<file path="src/rtl/mem_port_arbiter_pkg.sv">
// Shared types for the two-requester memory port arbiter.
package mem_arb_pkg;

  typedef enum logic [1:0] {
    IDLE = 2'd0,
    BUSY = 2'd1,
    RESP = 2'd2
  } state_e;

  typedef enum logic {
    OWN_I = 1'b0,
    OWN_D = 1'b1
  } owner_e;

  localparam int STREAK_W = 4;

endpackage

</file>
<file path="src/rtl/mem_port_arbiter_if.sv">
// Fetch, data and memory-side signals of the arbiter, bundled in one interface.
interface mem_port_arbiter_if #(
  parameter int ADDR_W = 32,
  parameter int DATA_W = 32
);
  logic              i_req;
  logic [ADDR_W-1:0] i_addr;
  logic              i_ready;
  logic [DATA_W-1:0] i_rdata;
  logic              d_req;
  logic              d_write;
  logic [ADDR_W-1:0] d_addr;
  logic [DATA_W-1:0] d_wdata;
  logic              d_ready;
  logic [DATA_W-1:0] d_rdata;
  logic              m_req;
  logic              m_write;
  logic [ADDR_W-1:0] m_addr;
  logic [DATA_W-1:0] m_wdata;
  logic              m_done;
  logic [DATA_W-1:0] m_rdata;
  logic              busy;

  modport slave (
    input  i_req, i_addr, d_req, d_write, d_addr, d_wdata, m_done, m_rdata,
    output i_ready, i_rdata, d_ready, d_rdata, m_req, m_write, m_addr, m_wdata, busy
  );

  modport master (
    output i_req, i_addr, d_req, d_write, d_addr, d_wdata, m_done, m_rdata,
    input  i_ready, i_rdata, d_ready, d_rdata, m_req, m_write, m_addr, m_wdata, busy
  );
endinterface

</file>
<file path="src/rtl/mem_port_arbiter_streak_ctr.sv">
// Saturating count of consecutive D grants made while a fetch was waiting.
module mem_arb_streak_ctr
  import mem_arb_pkg::*;
#(
  parameter int LIMIT = 4
) (
  input  logic                clk,
  input  logic                reset,
  input  logic                inc,
  input  logic                clr,
  output logic                at_limit,
  output logic [STREAK_W-1:0] count
);
  localparam logic [STREAK_W-1:0] LIMIT_C = STREAK_W'(LIMIT);
  localparam logic [STREAK_W-1:0] ONE_C   = {{(STREAK_W-1){1'b0}}, 1'b1};

  logic [STREAK_W-1:0] count_r;

  // counter register; clear wins over increment
  always_ff @(posedge clk) begin
    if (reset) begin
      count_r <= {STREAK_W{1'b0}};
    end else if (clr) begin
      count_r <= {STREAK_W{1'b0}};
    end else if (inc && (count_r != LIMIT_C)) begin
      count_r <= count_r + ONE_C;
    end else begin
      count_r <= count_r;
    end
  end

  assign count    = count_r;
  assign at_limit = (count_r == LIMIT_C);

endmodule

</file>
<file path="src/rtl/mem_port_arbiter.sv">
// Serialises I-fetch and D accesses onto one variable-latency memory port,
// D first, with a streak guard that eventually forces a waiting fetch ahead.
module mem_port_arbiter
  import mem_arb_pkg::*;
#(
  parameter int ADDR_W       = 32,
  parameter int DATA_W       = 32,
  parameter int STARVE_LIMIT = 4
) (
  input logic                clk,
  input logic                reset,
  mem_port_arbiter_if.slave  bus
);
  state_e              state_r;
  owner_e              owner_r;
  logic                i_ready_r;
  logic                d_ready_r;
  logic [DATA_W-1:0]   i_rdata_r;
  logic [DATA_W-1:0]   d_rdata_r;
  logic                m_req_r;
  logic                m_write_r;
  logic [ADDR_W-1:0]   m_addr_r;
  logic [DATA_W-1:0]   m_wdata_r;
  logic                busy_r;

  logic                any_req_s;
  logic                grant_i_s;
  logic                inc_s;
  logic                clr_s;
  logic                at_limit_s;
  logic [STREAK_W-1:0] streak_s;

  mem_arb_streak_ctr #(.LIMIT(STARVE_LIMIT)) u_streak (
    .clk      (clk),
    .reset    (reset),
    .inc      (inc_s),
    .clr      (clr_s),
    .at_limit (at_limit_s),
    .count    (streak_s)
  );

  // grant decision and streak update, only meaningful in IDLE
  always_comb begin
    any_req_s = bus.i_req | bus.d_req;
    grant_i_s = 1'b0;
    inc_s     = 1'b0;
    clr_s     = 1'b0;
    if (bus.i_req && (!bus.d_req || at_limit_s)) begin
      grant_i_s = 1'b1;
    end else begin
      grant_i_s = 1'b0;
    end
    if ((state_r == IDLE) && any_req_s) begin
      inc_s = !grant_i_s && bus.i_req;
      clr_s = grant_i_s || !bus.i_req;
    end else begin
      inc_s = 1'b0;
      clr_s = 1'b0;
    end
  end

  // access FSM with latched memory command and registered responses
  always_ff @(posedge clk) begin
    if (reset) begin
      state_r   <= IDLE;
      owner_r   <= OWN_I;
      i_ready_r <= 1'b0;
      d_ready_r <= 1'b0;
      i_rdata_r <= {DATA_W{1'b0}};
      d_rdata_r <= {DATA_W{1'b0}};
      m_req_r   <= 1'b0;
      m_write_r <= 1'b0;
      m_addr_r  <= {ADDR_W{1'b0}};
      m_wdata_r <= {DATA_W{1'b0}};
      busy_r    <= 1'b0;
    end else begin
      case (state_r)
        IDLE: begin
          i_ready_r <= 1'b0;
          d_ready_r <= 1'b0;
          if (any_req_s) begin
            state_r   <= BUSY;
            m_req_r   <= 1'b1;
            busy_r    <= 1'b1;
            if (grant_i_s) begin
              owner_r   <= OWN_I;
              m_addr_r  <= bus.i_addr;
              m_write_r <= 1'b0;
              m_wdata_r <= {DATA_W{1'b0}};
            end else begin
              owner_r   <= OWN_D;
              m_addr_r  <= bus.d_addr;
              m_write_r <= bus.d_write;
              m_wdata_r <= bus.d_write ? bus.d_wdata : {DATA_W{1'b0}};
            end
          end else begin
            state_r <= IDLE;
            busy_r  <= 1'b0;
          end
        end
        BUSY: begin
          if (bus.m_done) begin
            state_r <= RESP;
            m_req_r <= 1'b0;
            if (owner_r == OWN_I) begin
              i_rdata_r <= bus.m_rdata;
              i_ready_r <= 1'b1;
            end else begin
              // store completions leave d_rdata untouched
              if (!m_write_r) begin
                d_rdata_r <= bus.m_rdata;
              end else begin
                d_rdata_r <= d_rdata_r;
              end
              d_ready_r <= 1'b1;
            end
          end else begin
            state_r <= BUSY;
          end
        end
        RESP: begin
          state_r   <= IDLE;
          i_ready_r <= 1'b0;
          d_ready_r <= 1'b0;
          busy_r    <= 1'b0;
        end
        default: begin
          state_r   <= IDLE;
          i_ready_r <= 1'b0;
          d_ready_r <= 1'b0;
          m_req_r   <= 1'b0;
          busy_r    <= 1'b0;
        end
      endcase
    end
  end

  assign bus.i_ready = i_ready_r;
  assign bus.i_rdata = i_rdata_r;
  assign bus.d_ready = d_ready_r;
  assign bus.d_rdata = d_rdata_r;
  assign bus.m_req   = m_req_r;
  assign bus.m_write = m_write_r;
  assign bus.m_addr  = m_addr_r;
  assign bus.m_wdata = m_wdata_r;
  assign bus.busy    = busy_r;

endmodule

</file>
<file path="src/flat_wrapper.sv">
// flat-port wrapper written by rule: the top's interface ports become plain ports
module mem_port_arbiter_flat import mem_arb_pkg::*;
#(
  parameter int ADDR_W       = 32,
  parameter int DATA_W       = 32,
  parameter int STARVE_LIMIT = 4
)
  (clk, reset, bus_i_req, bus_i_addr, bus_d_req, bus_d_write, bus_d_addr, bus_d_wdata, bus_m_done, bus_m_rdata, bus_i_ready, bus_i_rdata, bus_d_ready, bus_d_rdata, bus_m_req, bus_m_write, bus_m_addr, bus_m_wdata, bus_busy);
  mem_port_arbiter_if #(.ADDR_W(ADDR_W), .DATA_W(DATA_W)) bus_i ();
  input logic clk;
  input logic reset;
  input wire logic [$bits(bus_i.i_req)-1:0] bus_i_req;
  input wire logic [$bits(bus_i.i_addr)-1:0] bus_i_addr;
  input wire logic [$bits(bus_i.d_req)-1:0] bus_d_req;
  input wire logic [$bits(bus_i.d_write)-1:0] bus_d_write;
  input wire logic [$bits(bus_i.d_addr)-1:0] bus_d_addr;
  input wire logic [$bits(bus_i.d_wdata)-1:0] bus_d_wdata;
  input wire logic [$bits(bus_i.m_done)-1:0] bus_m_done;
  input wire logic [$bits(bus_i.m_rdata)-1:0] bus_m_rdata;
  output wire logic [$bits(bus_i.i_ready)-1:0] bus_i_ready;
  output wire logic [$bits(bus_i.i_rdata)-1:0] bus_i_rdata;
  output wire logic [$bits(bus_i.d_ready)-1:0] bus_d_ready;
  output wire logic [$bits(bus_i.d_rdata)-1:0] bus_d_rdata;
  output wire logic [$bits(bus_i.m_req)-1:0] bus_m_req;
  output wire logic [$bits(bus_i.m_write)-1:0] bus_m_write;
  output wire logic [$bits(bus_i.m_addr)-1:0] bus_m_addr;
  output wire logic [$bits(bus_i.m_wdata)-1:0] bus_m_wdata;
  output wire logic [$bits(bus_i.busy)-1:0] bus_busy;
  assign bus_i.i_req = bus_i_req;
  assign bus_i.i_addr = bus_i_addr;
  assign bus_i.d_req = bus_d_req;
  assign bus_i.d_write = bus_d_write;
  assign bus_i.d_addr = bus_d_addr;
  assign bus_i.d_wdata = bus_d_wdata;
  assign bus_i.m_done = bus_m_done;
  assign bus_i.m_rdata = bus_m_rdata;
  assign bus_i_ready = bus_i.i_ready;
  assign bus_i_rdata = bus_i.i_rdata;
  assign bus_d_ready = bus_i.d_ready;
  assign bus_d_rdata = bus_i.d_rdata;
  assign bus_m_req = bus_i.m_req;
  assign bus_m_write = bus_i.m_write;
  assign bus_m_addr = bus_i.m_addr;
  assign bus_m_wdata = bus_i.m_wdata;
  assign bus_busy = bus_i.busy;
  mem_port_arbiter #(.ADDR_W(ADDR_W), .DATA_W(DATA_W), .STARVE_LIMIT(STARVE_LIMIT)) u_core (.clk(clk), .reset(reset), .bus(bus_i));
endmodule
</file>
<file path="config.mk">
export PLATFORM = sky130hd
export DESIGN_NAME = mem_port_arbiter_flat
export DESIGN_NICKNAME = d
export VERILOG_FILES = /design/src/rtl/mem_port_arbiter_pkg.sv /design/src/rtl/mem_port_arbiter_if.sv /design/src/rtl/mem_port_arbiter_streak_ctr.sv /design/src/rtl/mem_port_arbiter.sv /design/src/flat_wrapper.sv
export SDC_FILE = /design/constraint.sdc
export NUM_CORES = 1
export LEC_CHECK = 0
export ABC_AREA = 0
export CAP_MARGIN = 20
export CORE_ASPECT_RATIO = 1.4
export CORE_MARGIN = 2
export CORE_UTILIZATION = 33
export DETAILED_ROUTE_END_ITERATION = 10
export PLACE_DENSITY = 0.68
export SKIP_LAST_GASP = 1
export SLEW_MARGIN = 10
export SYNTH_ARGS = -nofsm -noshare
export SYNTH_HDL_FRONTEND = slang
export SYNTH_SLANG_ARGS = --single-unit
</file>
<file path="constraint.sdc">
create_clock -name clk -period 3.99 [get_ports clk]
set_input_delay 1.197 -clock clk [delete_from_list [all_inputs] [get_ports clk]]
set_output_delay 1.197 -clock clk [all_outputs]
set_load 0.01 [all_outputs]
</file>
== Word level (Yosys, flattened, before mapping) ==
Cells that the tools add are included.

* Flip-flop bits (word level): 140
* Input port bits: 134
* Output and inout bits: 133
* Logic and storage cells: 58

* Add/sub/neg operators: 1
* Equal/unequal tests: 6
* Mux-type cells: 16
* Bitwise operators: 5
* Reduce and logical (&&, ||, !) cells: 18

{| class="wikitable"
|+ Operator list
! operator !! number
|-
| two-way mux 32 bit || 3
|-
| two-way mux 1 bit || 9
|-
| AND reduction 2 bit || 3
|-
| AND reduction 3 bit || 2
|-
| adder 4 x 1 -> 4 bit, second input constant || 1
|-
| == test 4 x 3 -> 1 bit, second input constant || 1
|-
| logical AND 1 bit || 4
|-
| inequality test 4 x 3 -> 1 bit, second input constant || 1
|-
| inverter 1 bit || 4
|-
| one-hot mux 2 bit (2 select lines) || 1
|-
| AND reduction 4 bit || 1
|-
| OR reduction 2 bit || 2
|-
| logical NOT 1 bit || 3
|-
| one-hot mux 1 bit (3 select lines) || 1
|-
| == test 2 x 1 -> 1 bit, second input constant || 1
|-
| == test 2 bit, second input constant || 1
|-
| logical NOT 2 bit || 1
|-
| logical OR 1 bit || 2
|-
| two-way mux 2 bit || 1
|-
| inequality test 2 x 1 -> 1 bit, second input constant || 1
|-
| inequality test 2 bit, second input constant || 1
|-
| one-hot mux 1 bit (2 select lines) || 1
|-
| OR 1 bit || 1
|}

== Depth between registers and ports, before layout ==
* Word-level depth: 8
* Mapped depth: 8
* Gate-level depth less buffers: 6

== By module ==
Synthesis repeated with hierarchy kept, for this count alone.

* Cell total of the unflattened synthesis: 675
* Area, all modules: 5,943.2 um2

{| class="wikitable"
|+ By module, submodules not included
! module !! instances !! cells an instance !! area each (um2) !! sequential area each (um2)
|-
| mem_port_arbiter || 1 || 650 || 5,714.2 || 2,722.6
|-
| mem_arb_streak_ctr || 1 || 25 || 229.0 || 80.1
|}

== Worst setup path before layout ==
No wires, ideal clock.

* Path type: input port to flip-flop
* From: input reset
* To: register u_core.d_rdata_r[14] (netlist: u_core.bus.d_rdata[14])
* Setup time: 0.132 ns
* Arrival: 2.007 ns
* Required time: 3.858 ns
* Setup slack: 1.851 ns
* Stages on the path: 4
* Buffers on the path: 3
* Cells stage by stage: clkbuf_1 -> clkbuf_1 -> clkbuf_1 -> a21oi_1

{| class="wikitable"
|+ RTL lines
! what !! line !! text
|-
| start, declared || flat_wrapper.sv:11 || <nowiki>input logic reset;</nowiki>
|-
| end signal, assigned || mem_port_arbiter.sv:70 || <nowiki>d_rdata_r <= {DATA_W{1'b0}};</nowiki>
|-
| end signal, assigned || mem_port_arbiter.sv:111 || <nowiki>d_rdata_r <= bus.m_rdata;</nowiki>
|-
| end signal, assigned || mem_port_arbiter.sv:113 || <nowiki>d_rdata_r <= d_rdata_r;</nowiki>
|-
| end, declared || mem_port_arbiter.sv:19 || <nowiki>logic [DATA_W-1:0] d_rdata_r;</nowiki>
|}

No word-level cell between the ends.

== Final worst setup path ==
* From: input bus_d_req
* To: register u_core.m_wdata_r[26] (netlist: u_core.bus.m_wdata[26])

* Word-level cells in the longest chain between the ends: 5
* Elaborated cells between the ends (all ways): 7
* Classes of those cells: 2 x mux; 1 x bitwise; 4 x reduce/logical

{| class="wikitable"
|+ RTL lines
! what !! line !! text
|-
| start, declared || flat_wrapper.sv:14 || <nowiki>input wire logic [$bits(bus_i.d_req)-1:0] bus_d_req;</nowiki>
|-
| logical NOT 1 bit || mem_port_arbiter.sv:48 || <nowiki>if (bus.i_req && (!bus.d_req || at_limit_s)) begin</nowiki>
|-
| logical OR 1 bit || mem_port_arbiter.sv:48 ||
|-
| logical AND 1 bit || mem_port_arbiter.sv:48 ||
|-
| two-way mux 1 bit || mem_port_arbiter.sv:48 ||
|-
| two-way mux 32 bit || mem_port_arbiter.sv:85 || <nowiki>if (grant_i_s) begin</nowiki>
|-
| end signal, assigned || mem_port_arbiter.sv:74 || <nowiki>m_wdata_r <= {DATA_W{1'b0}};</nowiki>
|-
| end signal, assigned || mem_port_arbiter.sv:89 || <nowiki>m_wdata_r <= {DATA_W{1'b0}};</nowiki>
|-
| end signal, assigned || mem_port_arbiter.sv:94 || <nowiki>m_wdata_r <= bus.d_write ? bus.d_wdata : {DATA_W{1'b0}};</nowiki>
|-
| end, declared || mem_port_arbiter.sv:23 || <nowiki>logic [DATA_W-1:0] m_wdata_r;</nowiki>
|}

Several ways; a longest one is shown, not always the timed one.
A chain may end at the register's enable or synchronous reset.

==> flow_summary_export.csv <==
group,metric,value,unit
critical_path,start_kind,"input pin",
critical_path,crit_family,"buffers and inverters",
placed_design,io_buffers,266,
clock_network,cts_max_level,4,
sta,rsz0062_at_grt,"false",
logic_synthesis,syn_avg_cell_area,8.04,µm²
clock_network,cts_buffers,17,
run,drv_cap,0,
global_route,antenna_found_initial,0,
placed_design,dpl.hpwl,11500,µm
pwr,leakage,3.00,nW
critical_path,critical_path.max_stage_delay,610,ps
worst_hold_path,min_path_cells,2,
sta,slew_violations,0,
sta,setup_viol_count_final,0,
critical_path,worstReg2RegEnd,"u_core.bus.m_wdata[26]",
finish,drive_gt1_share,5.55,%
critical_path,crit_fanout,29,
global_route,overflow,0,
logic_synthesis,ys_types,32,
worst_hold_path,hp-class,"reg -> reg",
clock_network,clk_latency,400,ps
drt,wire_per_inst,15.3,µm
logic_synthesis,synth_area,0.00539,mm²
sta,min_period,2720,ps
drt,drt_wl_total,17100,µm
sta,tightest_slew,930,ps
sta,fin_tns_setup,0,ps
finish,multi_input_area,0.00227,mm²
global_route,grt_usage,19.2,%
clock_network,clk_pin_slew,60,ps
drt,drt_iter0_drc,384,
logic_synthesis,syn_inst,671,
clock_network,tritoncts,"done",
logic_synthesis,synth_top_area_share,52.0,%
critical_path,critPathLaunch,"bus_d_req",
clock_network,postCtsResizedCells,0,
finish,fillers,1544,
critical_path,critPathRequiredTime,4310,ps
critical_path,critPathBufInv,2,
placed_design,placed_area,0.00811,mm²
global_route,grt_pass1_vias,5355,
logic_synthesis,yosysSeqAreaShare,52.0,%
floorplan,io_pins,267,
critical_path,cp_slowest_cell,"a21bo_2",
outcome,outcome,"completed",
finish,final_core_util,54.2,%
logic_synthesis,syn_nets,807,
finish,regArea,0.00280,mm²
finish,area_growth,61.9,%
drt,drcViolationCount,0,
global_route,grt_pass1_wl,27300,µm
drt,ant_nets,0,
sta,hold_violations,0,
floorplan,fp.coreArea,0.0161,mm²
finish,mostFrequentLayoutCells,"265 x clkdlybuf4s50_1, 164 x nand2_1, 140 x dfxtp_1",
clock_network,clockRootBuffer,"clkbuf_16",
pwr,ir_drop,0.228,mV
sta,slew_headroom,38.0,%
finish,final_common_cell,"clkdlybuf4s50_1",
drt,first_pass_iters,4,
floorplan,num_rows,55,
critical_path,worstSetupPathType,"in -> reg",
floorplan,start_util,33.5,%
drt,vias_per_cell,4.93,
finish,antenna_cells,0,
critical_path,r2r_slack,1890,ps
sta,fmax,368,MHz
clock_network,cts_hold_buf,0,
drt,via_count,5514,
finish,nets,1043,
floorplan,dieArea,0.0174,mm²
critical_path,r2r_cells,7,
pwr,power_density,436,mW/mm²
worst_hold_path,hold-path-endpoint,"u_core.bus.i_rdata[12]",
floorplan,die_w,112,µm
clock_network,clock_path_buffers,2,
placed_design,place_congestion,0.782,
critical_path,worstPathArrival,3030,ps
logic_synthesis,synth_seq_cells,140,
logic_synthesis,yosys_warnings,0,
critical_path,crit_chain,"clkdlybuf4s50_1 -> a21bo_2 -> buf_4 -> nand4_1 -> a21oi_1",
sta,skew,9.75,ps
critical_path,end_kind,"register",
clock_network,cts_sinks,140,
logic_synthesis,synth_area_leaders,"dfxtp_1 52%, nand2_1 11%, a21oi_1 9.4%",
clock_network,cts_setup_buffers,0,
logic_synthesis,synth_area_leader_cell,"dfxtp_1",
finish,final_cell_area,0.00873,mm²
worst_hold_path,min_from,"u_core.bus.i_rdata[12]",
floorplan,die_h,155,µm
critical_path,reg2reg_from,"u_core.u_streak.count[0]",
global_route,grt_max_degree,90,
sta,finalCritPeriodShare,68.1,%
## how the worst max path moves through the flow
stage                                   to  slack [ps]  cells after the start
CTS                 u_core.bus.m_wdata[26]        1270                      5
global placement            u_core.owner_r         880                      5
finish              u_core.bus.m_wdata[26]        1270                      5
global route                u_core.owner_r        1100                      5
detailed placement    u_core.bus.m_addr[5]         860                      5
floorplan           u_core.bus.d_rdata[14]        1850                      4
## registers in the layout, summed over array words and instances, names as in the netlist, 2 cells and up
name                   count
u_core.bus.m_wdata        32
u_core.bus.m_addr         32
u_core.state_r             2
u_core.bus.d_rdata        32
u_core.u_streak.count      4
u_core.bus.i_rdata        32
## cells by family after synthesis
kind of cell | after synthesis | synth area share (%)
AO/OA/AOI/OAI | 111 | 11.0
adder cells (fa/ha/maj) | 2 | 0.464
buffers and inverters | 66 | 6.43
flip-flops | 140 | 52.0
AND/OR/NAND/NOR | 352 | 30.2
## synth_stat cells
master and number:
nand3b_1 4, a21bo_2 1, clkbuf_1 26, ha_1 2, nor4_1 34, nand4_1 33
nor3b_2 1, o21a_1 2, a211oi_1 1, a21oi_1 101, buf_4 6, nor3b_1 1
nor2_1 39, o221ai_1 1, nor3_2 1, inv_1 3, nand4b_1 1, o211ai_1 1
buf_2 24, a21boi_2 1, a311o_1 1, or3_1 2, buf_6 6, or4_1 1
nand2b_1 2, a2111oi_1 1, dfxtp_1 140, nand3_1 2, nor3_1 67, o21ai_1 1
clkbuf_2 1, nand2_1 164
## cell type report
| class | instances | area share, % |
|---|---|---|
| clock buffers | 18 | 4.92 |
| flip-flops and latches | 140 | 32.1 |
| well taps | 199 | 2.85 |
| multi-input cells | 465 | 26.0 |
| repair buffers | 280 | 31.8 |
| clock inverters | 13 | 2.18 |
| inverters | 3 | 0.129 |
## per-layer routing
metal	vias up	track usage [%]	part of all wire (%)
li1	2784	-	-
met1	2542	22.3	41
met5	-	0	0
met3	24	4.75	5.0
met4	0	7.03	2.5
met2	164	34.2	52
## stage by stage
stage / hold WS (ps) / total power, W / setup slack (ps) / instances
floorplan: 481 / 0.00183 / 1850 / 671
global placement: 440 / 0.00217 / 876 / 1087
detailed placement: 446 / 0.00217 / 856 / 1087
CTS: 453 / 0.00386 / 1270 / 1118
global route: 472 / 0.00398 / 1100 / 1118
finish: 450 / 0.00381 / 1270 / 1118
## worst min-delay path: stages (launching register included)
cell     delay [ps]
dfxtp_1         300
nand2_1          50
a21oi_1          50
## power breakdown
part           switching [W]  internal, W
combinational       0.000294     0.000321
clock               0.000619      0.00105
sequential         0.0000439      0.00148
Power figures use the tool's default switching activity.
